==> src/rtl/serial_adder.sv <==
// Bit-serial adder: one full-adder slice plus a carry flop, adding two WIDTH-bit
// operands LSB-first over WIDTH clocks with a start/done handshake.
//
// state  | meaning
// -------+--------------------------------------------------------------
// IDLE   | waiting for start; sum/cout hold the last result
// RUN    | one operand bit pair consumed per clock, sum shifted in MSB-first
// DONE   | one-cycle result-valid pulse, then back to IDLE
module serial_adder #(
    parameter int WIDTH = 8
) (
    input  logic             clk,
    input  logic             rst_n,
    input  logic             start,
    input  logic [WIDTH-1:0] a,
    input  logic [WIDTH-1:0] b,
    input  logic             cin,
    output logic             busy,
    output logic             done,
    output logic [WIDTH-1:0] sum,
    output logic             cout
);

    localparam int CW = (WIDTH > 2) ? $clog2(WIDTH) : 1;
    localparam logic [CW-1:0] CNT_LAST = CW'(WIDTH - 1);

    localparam logic [1:0] S_IDLE = 2'd0;
    localparam logic [1:0] S_RUN  = 2'd1;
    localparam logic [1:0] S_DONE = 2'd2;

    logic [1:0]       state;
    logic [WIDTH-1:0] sh_a;
    logic [WIDTH-1:0] sh_b;
    logic             carry;
    logic [CW-1:0]    cnt;
    logic             bit_s;
    logic             carry_nxt;

    assign bit_s     = sh_a[0] ^ sh_b[0] ^ carry;
    assign carry_nxt = (sh_a[0] & sh_b[0]) | (carry & (sh_a[0] ^ sh_b[0]));

    always_ff @(posedge clk or negedge rst_n) begin
        if (!rst_n) begin
            state <= S_IDLE;
            sh_a  <= '0;
            sh_b  <= '0;
            carry <= 1'b0;
            cnt   <= '0;
            sum   <= '0;
            cout  <= 1'b0;
        end else begin
            case (state)
                S_IDLE: begin
                    if (start) begin
                        sh_a  <= a;
                        sh_b  <= b;
                        carry <= cin;
                        cnt   <= '0;
                        state <= S_RUN;
                    end
                end
                S_RUN: begin
                    carry <= carry_nxt;
                    sh_a  <= sh_a >> 1;
                    sh_b  <= sh_b >> 1;
                    sum   <= {bit_s, sum[WIDTH-1:1]};
                    if (cnt == CNT_LAST) begin
                        // wrap instead of incrementing so cnt stays within 0..WIDTH-1
                        cnt   <= '0;
                        cout  <= carry_nxt;
                        state <= S_DONE;
                    end else begin
                        cnt <= cnt + 1'b1;
                    end
                end
                S_DONE: begin
                    state <= S_IDLE;
                end
                default: begin
                    state <= S_IDLE;
                end
            endcase
        end
    end

    assign busy = (state != S_IDLE);
    assign done = (state == S_DONE);

endmodule

==> config.mk <==
export PLATFORM = sky130hd
export DESIGN_NAME = serial_adder
export DESIGN_NICKNAME = d
export VERILOG_FILES = /design/src/rtl/serial_adder.sv
export SDC_FILE = /design/constraint.sdc
export NUM_CORES = 1
export LEC_CHECK = 0
export CAP_MARGIN = 20
export CORE_ASPECT_RATIO = 1.5
export CORE_MARGIN = 2
export CORE_UTILIZATION = 40
export CTS_CLUSTER_SIZE = 12
export DETAILED_ROUTE_END_ITERATION = 6
export PLACE_DENSITY = 0.65
export SLEW_MARGIN = 20
export SYNTH_ARGS = -nofsm -noshare
export SYNTH_HDL_FRONTEND = slang
export SYNTH_SLANG_ARGS = --single-unit
==> constraint.sdc <==
create_clock -name clk -period 1.32 [get_ports clk]
set_input_delay 0.132 -clock clk [delete_from_list [all_inputs] [get_ports clk]]
set_output_delay 0.132 -clock clk [all_outputs]
set_load 0.01 [all_outputs]
# Word-level counts from Yosys, hierarchy flattened
# Index checks and enable logic that the tools add are counted.
[word_totals]
reg_bits = 31
output_inout_bits = 11
wordCells = 36
in_bits = 20
[classes]
mux = 12
n_addsub = 1
n_eq_ne = 5
n_reduce_logical = 6
bitwise = 5
[op_table]
columns = ["operator", "n"]
rows = [
  ["8-bit case mux with 2 select lines", 2],
  ["8-bit 2-to-1 mux", 2],
  ["3-bit 2-to-1 mux", 2],
  ["3-bit case mux with 2 select lines", 1],
  ["2-bit AND reduction", 3],
  ["2-bit 2-to-1 mux", 2],
  ["2-bit inequality test, second input constant", 2],
  ["2-bit case mux with 2 select lines", 1],
  ["2-bit nonzero test", 2],
  ["3-bit by 1-bit adder with 3-bit output, second input constant", 1],
  ["3-bit == test, second input constant", 1],
  ["1-bit AND", 2],
  ["2-bit by 1-bit == test with 1-bit output, second input constant", 1],
  ["2-bit == test, second input constant", 1],
  ["2-bit zero test", 1],
  ["1-bit case mux with 2 select lines", 1],
  ["1-bit XOR", 2],
  ["1-bit 2-to-1 mux", 1],
  ["1-bit OR", 1],
]

# Longest topological paths before layout
[depth]
ltp_word = 4
mapped_depth = 5
ltp_nobuf = 4

# Worst setup path before layout
# No wires, ideal clock.
[synth_timing]
path_kind = "flip-flop to flip-flop"
from = "register cnt[0]"
to = "register cout"
path_buffers = 0
setup_ns = 0.125
t_arrival_ns = 1.151
slack_ns = 0.044
period_less_slack_ns = 1.276
required_ns = 1.195
path_stages_with_launch = 5
path_cell_list = "dfrtp_1 -> ha_1 -> ha_1 -> and2_1 -> mux2_2"
[synth_between]
elab_chain_cells = 2
[synth_rtl]
columns = ["element", "line", "text"]
rows = [
  ["start: declaration", "35", "logic [CW-1:0] cnt;"],
  ["start signal: assignment", "73", "cnt <= cnt + 1'b1;"],
  ["3-bit == test", "67", "if (cnt == CNT_LAST) begin"],
  ["2-bit AND reduction (no line)", "-", ""],
  ["end signal: assignment", "70", "cout <= carry_nxt;"],
  ["end: declaration", "21", "output logic cout"],
]
# No other way between the ends.
# A chain may end at the register's enable or synchronous reset.

# Worst setup path in the final report
[layout_timing]
from = "register cnt[1]"
to = "register cout"
# Same word-level chain as after synthesis.

==> metrics.md <==
| Metric | Value |
|---|---|
| IO Count | `31` |
| DR vias | `between 1,000 and 1,500` |
| Non-filler instance count after layout | `230` |
| DR DRC count | `0` |
| Final HPWL DP | `2300 um` |
| Num CTS Buffers | `5` |
| Die width | `52.1 um` |
| RSZ-0062 raised after global routing | `yes` |
| Area leader, netlist | `dfrtp_1` |
| First-pass GRT wire length | `5490 um` |
| Cell Chain, Critical Path | `ha_2 -> ha_4 -> and2_4 -> mux2_4` |
| Critical Path RT | `1.49 ns` |
| Mapped Cells | `between 100 and 150` |
| Largest net degree at the start of global routing | `32` |
| Vias/cell | `between 5 and 6` |
| Slew HR | `between 70% and 80%` |
| Synth top area cells | `dfrtp_1, o22ai_1, nand2_1` |
| Synth warn | `0` |
| Leakage | `just over 0.9 nW` |
| Port bufs | `30` |
| Critical path endpoint category | `register` |
| CTS Buffer Depth | `2` |
| HP Class | `in2async` |
| Net count after synthesis | `161` |
| Seq/Total Area, Yosys | `between 50% and 60%` |
| CTS sink cnt | `31` |
| Most frequent cells in the layout | `dfrtp_1, nand2_1, o22ai_1` |
| Core Rows | `26` |
| Pwr dens | `2240 nW/um^2` |
| Max stage delay on crit path | `0.39 ns` |
| Max FO, Critical Path | `3` |
| Post-synth top area share | `between 50% and 60%` |
| Die area | `just under 4000 um^2` |
| Kind of critical path | `reg2reg` |
| H-tree levels | `2` |
| Layout area overhead | `43.5%` |
| Synth Register Bits | `31` |
| Share of cells above drive strength 1 | `22.3%` |
| GR Overflow Total | `0` |
| Clock latency on the worst-skew pair | `0.28 ns` |
| Starting DRC count in detailed routing | `41` |
| Setup_tns | `0 ns` |
| Commonest non-fill, non-tap cell in the layout | `dfrtp_1` |
| Max Freq | `approximately 0.77 GHz` |
| Max-Cap Viols | `0` |
| Reg2reg path depth | `4` |
| Post-synthesis average cell area | `roughly 10 um^2` |
| WL final | `about 3500 um` |
| Clock transition at path regs | `0.06 ns` |
| Final hold vios | `0` |
| Average wire per standard cell | `15.1 um` |
| Final setup fails | `0` |
| Die Ht | `between 70 and 80 um` |
| R2R Path Start | `cnt[1]` |
| # hold bufs at CTS | `0` |
| Clock Skew | `0.00259 ns` |
| Reg2Reg Capture Point | `cout` |
| Cells after DPL | `214` |
| Core box area | `around 3400 um^2` |
| Crit share post-route | `98.3%` |
| Outcome | `finished, final reports clean` |
| Initial antenna violation count | `0` |
| Post-DRT Antenna Nets | `0` |
| Drt pass-1 iters | `4` |
| Tot GR Track Use | `18.5%` |
| Yosys cell types | `24` |
| Final Max Tran Viols | `0` |
| Worst Path Arrival | `between 1 and 1.5 ns` |
| NumNets Final | `210` |
| Clock root cell | `clkbuf_8` |
| Peak supply drop | `1260 uV` |
| Cell area after synthesis | `1390 um^2` |
| CTS tree | `yes` |
| Master of the slowest instance on the critical path | `dfrtp_1` |
| Reg2reg setup slack | `about 0.023 ns` |
| Transition time at the pin with the least slew margin | `between 0.4 and 0.5 ns` |
| Worst setup SP type | `register` |
| Antenna diodes | `0` |
| Vias in the first global route | `around 1,200` |
| Power Total | `4.45 mW` |
| GPL Wtd Cong | `roughly 0.73` |
| Min Clock Period, post-route | `~1.3 ns` |
| Initial core utilization | `approximately two fifths` |
[metrics by stage]
stage	hold slack [ns]	setup slack [ns]	util (%)	area [um^2]
after floorplan	-0.164	0.0444	-	1390
after global placement	0.458	-0.0324	53.4	1790
after detailed placement	0.484	-0.0758	53.4	1790
after CTS	0.216	-0.0788	57.4	1920
after global routing	0.216	-0.00837	59.4	1990
final	0.211	0.0229	59.4	1990
[worst max-delay path, delay by kind of cell (launching register included)]
kind,cells,cell delay (ns)
fa+ha+maj,2,0.37
flops,1,0.39
mux,1,0.28
simple gates,1,0.14
[worst max-delay path by stage]
stage | endpoint | start | depth (start not counted) | slack (ns)
6_report | cout | cnt[1] | 4 | 0.02
5_1_grt | state[0] | cnt[0] | 5 | -0.008
4_1_cts | busy | state[0] | 2 | -0.08
3_5_place_dp | sh_b[4] | start | 4 | -0.08
3_3_place_gp | sh_a[3] | start | 4 | -0.03
2_1_floorplan | cout | cnt[0] | 4 | 0.04
[layout make-up]
class / count / area (um^2)
clock buffers: 8 / 100
fillers: 304 / 1360
inverters: 3 / 11.3
multi-input cells: 96 / 598
flip-flops and latches: 31 / 776
well taps: 42 / 52.6
repair buffers: 50 / 453
[kinds of logic after synthesis]
kind of cell | Yosys count | share of synthesized area (%)
muxes | 2 | 1.62
DFF | 31 | 55.9
buffers and inverters | 12 | 5.23
AOI/OAI and AO/OA | 51 | 21.9
adders and majority gates | 3 | 3.25
and+or+nand+nor | 39 | 12.1
[sequential cells by signal (all words and copies together), names as in the netlist]
| register | flops |
|---|---|
| carry | 1 |
| state | 2 |
| sh_b | 8 |
| cout | 1 |
| sum | 8 |
| cnt | 3 |
| sh_a | 8 |
[report_power, final]
| part | switching, mW | leakage [nW] | internal [mW] |
|---|---|---|---|
| sequential | 0.337 | 0.373 | 1.39 |
| combinational | 0.911 | 0.497 | 0.987 |
| clock | 0.353 | 0.0515 | 0.475 |
| total | 1.60 | 0.922 | 2.85 |
[Yosys cell counts (all sizes together)]
| master | instances |
|---|---|
| dfrtp | 31 |
| o22ai | 28 |
| nand2 | 27 |
| a21oi | 15 |
| buf | 8 |
| nor2 | 4 |
| o21ai | 4 |
| inv | 3 |
| a22o | 2 |
| ha | 2 |
| mux2 | 2 |
| nand2b | 2 |
| nor2b | 2 |
| or2 | 2 |
| a21o | 1 |
| and2 | 1 |
| clkbuf | 1 |
| fa | 1 |
| nor3 | 1 |
| o32ai | 1 |
[layer usage]
layer / wire length (um) / part of all wire, % / vias to the layer above / global-route usage [%]
li1: - / - / 595 / -
met1: 1400 / 40 / 596 / 21.8
met2: 1840 / 53 / 35 / 30.5
met3: 151 / 4.4 / 8 / 5.49
met4: 77 / 2.2 / 0 / 7.37
met5: 0 / 0 / - / 0
[what timing repair did]
item                                    4_1_cts  5_1_grt
resized for setup                            16       13
endpoints found under the setup margin       12       19
endpoints found under the hold margin         0        0
pin swaps                                     0        2
cloned                                        0        1
buffers inserted                              3        4
(Power assumes the default switching activity.)
